File: config.mk
export PLATFORM = sky130hd
export DESIGN_NAME = ib_slot_drain
export DESIGN_NICKNAME = d
export VERILOG_FILES = /design/src/rtl/ib_slot_drain.sv
export SDC_FILE = /design/constraint.sdc
export NUM_CORES = 1
export LEC_CHECK = 0
export CAP_MARGIN = 20
export CORE_MARGIN = 5
export CORE_UTILIZATION = 30
export CTS_BUF_LIST = sky130_fd_sc_hd__clkbuf_8
export DETAILED_ROUTE_END_ITERATION = 7
export GPL_ROUTABILITY_DRIVEN = 0
export PLACE_DENSITY = 0.54
export SYNTH_ARGS = -nofsm -noshare
export SYNTH_HDL_FRONTEND = slang
export SYNTH_SLANG_ARGS = --single-unit
File: constraint.sdc
create_clock -name clk -period 24.1 [get_ports clk]
set_input_delay 4.82 -clock clk [delete_from_list [all_inputs] [get_ports clk]]
set_output_delay 4.82 -clock clk [all_outputs]
set_load 0.02 [all_outputs]
File: src/rtl/ib_slot_drain.sv
// Drains full RAM slots round-robin onto a 128-bit valid/ready stream.
// RdData returns one cycle after RdEn and lands in a 2-entry output buffer.
module ib_slot_drain #(
  parameter int SLOT_WORDS = 16,
  parameter int NSLOT      = 8
) (
  input  logic               clk,
  input  logic               rst,
  input  logic [NSLOT-1:0]   DataValid,
  output logic [NSLOT-1:0]   RamValid,
  output logic               RdEn,
  output logic [31:0]        RdAddr,
  input  logic [127:0]       RdData,
  output logic [127:0]       out_tdata,
  output logic               out_tvalid,
  input  logic               out_tready,
  output logic               out_tlast,
  output logic [$clog2(NSLOT)-1:0] out_tslot,
  output logic [1:0]         fsm_state
);
  // Stream handshake: a beat moves on a rising edge where out_tvalid and
  // out_tready are both high; tdata/tlast/tslot hold while valid is stalled.

  localparam int CW  = $clog2(SLOT_WORDS) + 1;
  localparam int SLW = $clog2(NSLOT);

  typedef enum logic [1:0] {IDLE, READ, FLUSH, RELEASE} state_t;

  state_t               state, state_n;
  logic [SLW-1:0]       slot, slot_n, last_slot, last_slot_n;
  logic [CW-1:0]        cnt, cnt_n;
  logic [NSLOT-1:0]     mask, mask_n, eligible;
  logic                 sel_found;
  logic [SLW-1:0]       sel_slot, cand;

  logic                 rd_pend, rd_last;
  logic [SLW-1:0]       rd_slot;
  logic [1:0][127:0]    fifo_data;
  logic [1:0]           fifo_last;
  logic [1:0][SLW-1:0]  fifo_slot;
  logic                 wr_ptr, rd_ptr;
  logic [1:0]           fifo_cnt, room_used;
  logic                 pop, issue, issue_last;

  assign fsm_state  = state;
  assign out_tvalid = (fifo_cnt != 2'd0);
  assign out_tdata  = fifo_data[rd_ptr];
  assign out_tslot  = fifo_slot[rd_ptr];
  assign out_tlast  = out_tvalid & fifo_last[rd_ptr];
  assign pop        = out_tvalid & out_tready;

  // Occupancy is counted after this cycle's pop so a ready sink sees one beat per cycle.
  assign room_used  = fifo_cnt - {1'b0, pop} + {1'b0, rd_pend};
  assign issue      = (state == READ) && (room_used < 2'd2);
  assign issue_last = issue && (cnt == CW'(SLOT_WORDS - 1));
  assign RdEn       = issue;
  assign RdAddr     = 32'(slot) * 32'(SLOT_WORDS) + 32'(cnt);

  assign eligible = DataValid & ~mask;

  always_comb begin
    sel_found = 1'b0;
    sel_slot  = '0;
    cand      = '0;
    for (int k = 1; k <= NSLOT; k++) begin
      cand = last_slot + SLW'(k);
      if (!sel_found && eligible[cand]) begin
        sel_found = 1'b1;
        sel_slot  = cand;
      end
    end
  end

  always_comb begin
    state_n     = state;
    slot_n      = slot;
    cnt_n       = cnt;
    last_slot_n = last_slot;
    mask_n      = mask;
    RamValid    = '0;
    case (state)
      IDLE: begin
        if (sel_found) begin
          slot_n  = sel_slot;
          cnt_n   = '0;
          state_n = READ;
        end
      end
      READ: begin
        if (issue) begin
          cnt_n = cnt + CW'(1);
          if (issue_last) state_n = FLUSH;
        end
      end
      FLUSH: begin
        if (pop && out_tlast) state_n = RELEASE;
      end
      RELEASE: begin
        RamValid[slot] = 1'b1;
        mask_n[slot]   = 1'b1;
        last_slot_n    = slot;
        state_n        = IDLE;
      end
      default: state_n = IDLE;
    endcase
    // A slot becomes selectable again only once its writer has dropped DataValid.
    mask_n = mask_n & DataValid;
  end

  always_ff @(posedge clk or posedge rst) begin
    if (rst) begin
      state     <= IDLE;
      slot      <= '0;
      cnt       <= '0;
      last_slot <= SLW'(NSLOT - 1);
      mask      <= '0;
      rd_pend   <= 1'b0;
      rd_last   <= 1'b0;
      rd_slot   <= '0;
      fifo_data <= '0;
      fifo_last <= '0;
      fifo_slot <= '0;
      wr_ptr    <= 1'b0;
      rd_ptr    <= 1'b0;
      fifo_cnt  <= 2'd0;
    end else begin
      state     <= state_n;
      slot      <= slot_n;
      cnt       <= cnt_n;
      last_slot <= last_slot_n;
      mask      <= mask_n;
      rd_pend   <= issue;
      rd_last   <= issue_last;
      rd_slot   <= slot;
      if (rd_pend) begin
        fifo_data[wr_ptr] <= RdData;
        fifo_last[wr_ptr] <= rd_last;
        fifo_slot[wr_ptr] <= rd_slot;
        wr_ptr            <= ~wr_ptr;
      end
      if (pop) rd_ptr <= ~rd_ptr;
      fifo_cnt <= fifo_cnt + {1'b0, rd_pend} - {1'b0, pop};
    end
  end
endmodule

# After elaboration in Yosys (flattened, before gate mapping)
# Cells that the tools add are included.
word_totals:
  register_bits: 294
  inputBits: 139
  output_inout_bits: 176
  word_cells: 143
op_classes:
  n_addsub: 13
  order_cmp: 14
  n_eq_ne: 8
  muxes: 59
  bitwise: 8
  reduce_logical: 25
op_table:
  columns: ["cell", "n"]
  rows:
  - ["$mux 128", 3]
  - ["$bwmux 256", 1]
  - ["$demux 128 s1", 1]
  - ["$lt 3x4->1 const B", 9]
  - ["$mux 3", 11]
  - ["$bmux 1 s3", 8]
  - ["$mux 1", 20]
  - ["$and 8x8->8", 2]
  - ["$mux 8", 2]
  - ["$add 3x3->3 const B", 4]
  - ["$logic_and 1x1->1", 12]
  - ["$mux 5", 2]
  - ["$pmux 5 s2", 1]
  - ["$add 7x5->8", 1]
  - ["$mux 2", 4]
  - ["$ne 2x2->1 const B", 4]
  - ["$not 8->8", 1]
  - ["$or 8x8->8", 1]
  - ["$pmux 2 s4", 1]
  - ["$logic_not 1->1", 7]
  - ["$add 3x2->3 const B", 2]
  - ["$bwmux 6", 1]
  - ["$add 5x1->5 const B", 1]
  - ["$eq 5x4->1 const B", 1]
  - ["20 further kinds", 27]

# Longest topological paths before layout
# Gate-level depths: netlist of run 1.
depth:
  word_depth: 28
  depth_mapped: 12
  depth_no_buf: 12

# Least setup slack after synthesis of run 1
# Ideal clock, no wire load.
synth_timing:
  path_kind: "input-to-output"
  start: "input out_tready"
  end: "output RdEn"
  t_arrival_ps: 6112
  required_ps: 19280
  setup_slack_ps: 13168
  stages: 8
  n_path_buf: 0
  path_cell_list: "and2_1 > ha_1 > inv_1 > ha_1 > xor2_1 > xnor2_1 > nand2_1 > inv_1"
synth_between:
  elab_chain_len: 5
synth_lines:
  columns: ["item", "line", "source"]
  rows:
  - ["start: declaration", "16", "input logic out_tready,"]
  - ["$and 1x1->1", "50", "assign pop = out_tvalid & out_tready;"]
  - ["$sub 2x1->2", "53", "assign room_used = fifo_cnt - {1'b0, pop} + {1'b0, rd_pend};"]
  - ["$add 2x1->2", "53", null]
  - ["$lt 2x2->1", "54", "assign issue = (state == READ) && (room_used < 2'd2);"]
  - ["$logic_and 1x1->1", "54", null]
  - ["end: declaration", "11", "output logic RdEn,"]
# Every way passes these cells.

# Final worst setup path of run 1
layout_timing:
  start: "input out_tready"
  end: "output RdEn"
layout_between:
  elab_chain_len: 5
layout_lines:
  columns: ["item", "line", "source"]
  rows:
  - ["$and 1x1->1", "50", null]
  - ["via pop", "43", "logic pop, issue, issue_last;"]
  - ["$sub 2x1->2", "53", null]
  - ["$add 2x1->2", "53", null]
  - ["$lt 2x2->1", "54", null]
  - ["$logic_and 1x1->1", "54", null]
# The timed path passes the listed nets, and every way through them passes these cells.

==> results of run 1 <==
[per-layer routing]
metal / share of wire, % / track usage, % / vias up
met1: 42 / 17.5 / 4624
met5: 0 / 0 / -
met4: 2.5 / 4.37 / 0
met3: 6.2 / 4.08 / 57
met2: 49 / 22.2 / 218
li1: - / - / 4143
[worst max-delay path: stages]
cell             delay (ns)
clkdlybuf4s50_1        0.41
and2_1                 0.17
ha_1                   0.28
inv_1                  0.04
ha_1                   0.17
xor2_1                 0.15
xnor2_1                0.24
nand2_1                0.15
inv_1                  0.11
clkdlybuf4s50_1        0.62
[registers in the layout, summed over array words and instances, names as in the netlist, 3 cells and up]
signal,cells
fifo_slot,6
rd_slot,3
fifo_data,256
last_slot,3
cnt,5
slot,3
mask,8
[cell type report]
cell class,instances,share of cell area [%]
multi-input combinational,623,33.9
tap,607,4.07
antenna,2,0.0269
sequential,294,39.5
inverter,13,0.376
timing repair buffer,300,16.1
clock buffer,71,5.24
clock inverter,27,0.792
[logic make-up (layout without fill, tap and decap cells)]
group / after synthesis / in the layout / synth area share [%]
multiplexers: 433 / 433 / 35.7
flip-flops: 294 / 294 / 52.4
AND/OR/NAND/NOR: 93 / 93 / 3.83
buffers and inverters: 92 / 411 / 3.43
AO/OA/AOI/OAI: 52 / 52 / 2.94
adder cells (fa/ha/maj): 13 / 13 / 1.16
XOR/XNOR: 8 / 8 / 0.605
other: 1 / 26 / 0.0267
[how the worst min path moves through the flow]
stage                           end  slack (ns)  cells after the start
3_3_place_gp      mask[3]$_DFF_PP0_        0.47                      1
4_1_cts           mask[2]$_DFF_PP0_        0.49                      1
6_report          mask[2]$_DFF_PP0_        0.48                      1
3_5_place_dp      mask[3]$_DFF_PP0_        0.48                      1
5_1_grt           mask[2]$_DFF_PP0_        0.51                      1
2_1_floorplan  rd_slot[2]$_DFF_PP0_        0.35                      0
[power by group through the flow]
stage	Combinational, mW	Clock [mW]	Sequential (mW)
finish	1.56	0.488	0.880
global route	1.68	0.538	0.912
CTS	1.59	0.516	0.882
detailed placement	1.58	0	0.889
global placement	1.58	0	0.879
floorplan	1.05	0	0.833
[stage by stage]
step	setup WS (ns)	power, mW	hold WS [ns]	utilization (%)
finish	12.12	2.93	0.483	40.1
global route	11.98	3.13	0.508	40.1
CTS	12.09	2.99	0.490	40.0
detailed placement	12.10	2.47	0.476	37.6
global placement	12.09	2.46	0.469	37.6
floorplan	11.17	1.89	0.352	-
[placed cells by master (no fill, tap or decap), types with 3 or more instances in the layout]
cell type and count:
nand3_1 5, o21ai_0 9, ha_1 13, and3_1 7, conb_1 24, a31oi_1 5
a21oi_1 3, clkdlybuf4s50_1 290, buf_4 9, nand2b_1 12, nor2_1 22, xor2_1 5
dfrtp_1 290, mux2_2 400, and2_1 3, inv_1 29, mux4_2 14, nor3_1 6
mux2i_1 17, dfstp_2 3, clkbuf_8 71, nand2_1 16, nor2b_1 4, clkinv_2 6
o21a_1 8
==> metrics.yaml, run 1 <==
grt_setup_unrepaired: "no"
avgSynthCellArea_um2: 14.3
synth.cell_area_mm2: 0.0141
synthTopCellsByCount: "mux2_2 (400), dfrtp_1 (291), clkbuf_1 (42)"
min_period_ns: 11.98
ios: 315
fin_setup_tns_ns: 0
async_flop_share_pct: 100
wirelength_mm: 35.6
regArea_mm2: 0.00736
start_util_pct: 30.3
crit_required_ns: 19.28
power_frac_clock_pct: 16.6
pwr-share-seq_pct: 30.0
endpoint: "RdEn"
fill_cells: 4405
critPathKind: "input pin to output port"
slew_violations: 0
final_nets: 1438
p_sw_mw: 1.07
die_w_um: 226
synth-seq-cells: 294
cp_data_arrival_time_ns: 7.16
num_vias: 9042
die_y_um: 226
grtUsageTotal_pct: 13.6
drive_gt1_share_pct: 39.5
final-hold-violation-count: 0
synth_area_leaders: "dfrtp_1 (52%), mux2_2 (32%), mux4_2 (2.2%)"
critPathLaunchType: "input pin"
place_area_mm2: 0.0175
grt_overflow: 0
antenna_found_initial: 0
ys_warn_count: 0
route.detailed.drc: 0
fin_cells: 1937
crit_path_start: "out_tready"
wl_per_cell_um: 18.4
cts_setup_buffers: 0
initialDrtViolationCount: 385
maxCapViolCount: 0
internal-power_mw: 1.86
core_mm2: 0.0465
yosys.area.top_type: "dfrtp_1"
yosysSeqAreaShare_pct: 52.4
min_path_type: "flop to flop"
rr_worst_depth: 7
cellLeakagePower_nw: 7.79
io_buffers: 290
multi_input_area_mm2: 0.00632
netlist.area_leader.share_pct: 51.8
dr.pass1.iters: 4
swShare_pct: 36.6
min_from: "mask[2]$_DFF_PP0_"
fmax_mhz: 83.5
rows: 79
clock_skew_ns: 0.0244
timing.rr.end: "cnt[2]$_DFFE_PP0P_"
setup_violations: 0
clock_latency_ns: 0.63
r2r-start: "last_slot[0]$_DFFE_PP1P_"
ff2ff_setup_slack_ns: 20.40
status: "finished clean"
root_buffer: "clkbuf_8"
grt_max_degree: 106
yosysMostFrequentCell: "mux2_2"
grt_pass1_vias: 9799
vias_per_cell: 4.67
path_clk_slew_ns: 0.05
dp_hpwl_mm: 23.4
areaGrowthSynthToFinish_pct: 32.6
cts_made_buffers: 54
h-tree-depth: 2
cts_tree: "built"
grt_pass1_wl_mm: 55.8
power_density_mw_per_mm2: 157
cts-resized-gates: 0
tightest_slew_ns: 0.994
synth_enable_flop_cells: 0
final_cell_area_mm2: 0.0186
dieArea_mm2: 0.0513
ys_types: 66
synthCells: 986
path_max_fanout: 4
clock_sinks: 294
period_share_pct: 49.7
ir_drop_mv: 0.0916
maxSlewHeadroom_pct: 33.7
p_comb_share_pct: 53.3
ys.flop_type: "dfrtp_1"
end_kind: "output port"
cts_hold_buf: 0
cts.path.max_buffers: 3
place_inst: 1836
ant_nets: 0
No activity file was read; power rests on OpenSTA's default activity.
==> run 2: changes to the inputs <==
--- a/config.mk
+++ b/config.mk
@@ -11,7 +11,7 @@
 export CTS_BUF_LIST = sky130_fd_sc_hd__clkbuf_8
 export DETAILED_ROUTE_END_ITERATION = 7
 export GPL_ROUTABILITY_DRIVEN = 0
-export PLACE_DENSITY = 0.54
+export PLACE_DENSITY = 0.56
 export SYNTH_ARGS = -nofsm -noshare
 export SYNTH_HDL_FRONTEND = slang
 export SYNTH_SLANG_ARGS = --single-unit
==> constraint.sdc (replaced) <==
create_clock -name clk -period 9.9 [get_ports clk]
set_input_delay 1.98 -clock clk [delete_from_list [all_inputs] [get_ports clk]]
set_output_delay 1.98 -clock clk [all_outputs]
set_load 0.02 [all_outputs]
==> run 2 against run 1 <==
Net effect: non-clock buffer count fell by 1; sequential power up 140%; critical path depth stayed put; first-iteration DRC count decreased by 0.78%; critical path type unchanged; largest cell class unchanged.
==> metrics.yaml, run 2 (synthesis results as in run 1) <==
start_util_pct: 30.3  # unchanged
min_path_type: "flop to flop"  # unchanged
totalPowerFinal_mw: 7.24  # was 2.93 mW
initialDrtViolationCount: 382  # was 385
crit_required_ns: 7.92  # was 19.28 ns
cts_made_buffers: 54  # unchanged
fin_ws_ns: 3.59  # was 12.12 ns
holdWs_ns: 0.483  # about the same
multi_input_area_mm2: 0.00632  # unchanged
period_share_pct: 63.8
dr.pass1.iters: 4  # unchanged
worstHoldPathCells: 1  # unchanged
rr_worst_depth: 7  # unchanged
power_density_mw_per_mm2: 387  # was 157 mW/mm2
crit_slowest_cell: "clkdlybuf4s50_1"  # unchanged
wirelength_mm: 35.5  # was 35.6 mm
ir_drop_mv: 0.206  # was 0.0916 mV
top_register: "fifo_data"  # unchanged
h-tree-depth: 2  # unchanged
cts-resized-gates: 0  # unchanged
vias_per_cell: 4.62  # was 4.67
antenna_found_initial: 0  # unchanged
io_buffers: 290  # unchanged
grt_pass1_vias: 9783  # was 9799
fill_cells: 4412  # was 4405
maxSlewHeadroom_pct: 29.6  # was 33.7%
path_max_fanout: 4  # unchanged
cellLeakagePower_nw: 7.80  # was 7.79 nW
cts.path.max_buffers: 3  # unchanged
root_buffer: "clkbuf_8"  # unchanged
cp.depth: 10  # unchanged
cts_hold_buf: 0  # unchanged
grt_setup_unrepaired: "no"  # unchanged
final-hold-violation-count: 0  # unchanged
layout_common_cells: "mux2_2 (400), dfrtp_1 (290), clkdlybuf4s50_1 (290), clkbuf_8 (77), conb_1 (24)"  # was mux2_2 (400), dfrtp_1 (290), clkdlybuf4s50_1 (290), clkbuf_8 (71), inv_1 (29)
areaGrowthSynthToFinish_pct: 33.2  # was 32.6%
grtUsageTotal_pct: 13.6  # about the same
dp_hpwl_mm: 23.4  # about the same
cts_tree: "built"  # unchanged
clock_sinks: 294  # unchanged
wl_per_cell_um: 18.3  # was 18.4 um
top_regs: "fifo_data (256), mask (8), fifo_slot (6)"  # unchanged
status: "finished clean"  # unchanged
ios: 315  # unchanged
grt_max_degree: 152  # was 106
grt_pass1_wl_mm: 55.5  # was 55.8 mm
fmax_mhz: 158
die_y_um: 226  # unchanged
crit_family: "buffers and inverters"  # unchanged
min_period_ns: 6.31
regArea_mm2: 0.00736  # unchanged
path_clk_slew_ns: 0.06  # was 0.05 ns
clock_skew_ns: 0.0193  # was 0.0244 ns
end_kind: "output port"  # unchanged
crit_chain: "clkdlybuf4s50_1 -> and2_1 -> ha_1 -> inv_1 -> ha_1 -> xor2_1 -> xnor2_1 -> nand2_1 -> inv_1 -> clkdlybuf4s50_1"  # unchanged
crit_buf_inv: 4  # unchanged
setup_violations: 0  # unchanged
critPathLaunchType: "input pin"  # unchanged
tightest_slew_ns: 1.06  # was 0.994 ns
critPathKind: "input pin to output port"  # unchanged
cp_slowest_stage_delay_ns: 0.62  # about the same
grt_overflow: 0  # unchanged
place_ws_ns: 3.58  # was 12.10 ns
cp_data_arrival_time_ns: 4.33  # was 7.16 ns
fin_setup_tns_ns: 0  # unchanged
largest_reg_flops: 256  # unchanged
rows: 79  # unchanged
clock_latency_ns: 0.60  # was 0.63 ns
dieArea_mm2: 0.0513  # unchanged
num_vias: 8935  # was 9042
final_common_cell: "mux2_2"  # unchanged
slew_violations: 0  # unchanged
route.detailed.drc: 0  # unchanged
core_mm2: 0.0465  # unchanged
die_w_um: 226  # unchanged
cts_setup_buffers: 0  # unchanged
ant_nets: 0  # unchanged
maxCapViolCount: 0  # unchanged
drive_gt1_share_pct: 40.1  # was 39.5%
final_nets: 1437  # was 1438
[run 2: path summary, 6_finish.rpt]
path	endpoint	slack, ns	from
worst min register to register	mask[3]$_DFF_PP0_	0.48	mask[3]$_DFF_PP0_
worst max-delay path	RdEn	3.59	out_tready
max in group asynchronous	rd_ptr$_DFFE_PP0P_	6.00	rst
min in group asynchronous	fifo_data[246]$_DFFE_PP0P_	1.88	rst
worst min-delay path	mask[3]$_DFF_PP0_	0.48	mask[3]$_DFF_PP0_
worst max register to register	cnt[2]$_DFFE_PP0P_	6.17	last_slot[0]$_DFFE_PP1P_
[run 2: worst register-to-register path: stages, from the launching register on]
cell	delay, ns
dfstp_2	0.90
bufinv_8	0.33
ha_1	0.66
mux4_2	0.68
nand2b_4	0.21
o41ai_4	0.46
nor2_2	0.12
nor4_2	0.27
[run 2: layout make-up]
cell class | count | area share, %
clock inverter | 21 | 0.909
antenna | 1 | 0.0134
sequential | 294 | 39.3
clock buffer | 77 | 5.66
tap | 607 | 4.06
multi-input combinational | 623 | 33.7
inverter | 13 | 0.354
timing repair buffer | 299 | 15.9
[run 2: through the flow]
| step | instances | util (%) | area [um2] |
|---|---|---|---|
| floorplan | 1009 | - | 14100 |
| global placement | 1836 | 37.6 | 17500 |
| detailed placement | 1836 | 37.6 | 17500 |
| CTS | 1934 | 40.3 | 18700 |
| global route | 1934 | 40.3 | 18700 |
| finish | 1935 | 40.3 | 18700 |
[run 2: where the power goes]
part | internal (mW) | switching [mW]
clock network | 0.763 | 0.520
registers | 1.81 | 0.322
logic | 2.04 | 1.78
total | 4.62 | 2.62
[run 2: layer usage]
metal	share of wire (%)	GRT usage, %
met1	43	17.4
met2	50	22.8
met3	5.7	3.68
met4	2.2	3.86
met5	0	0
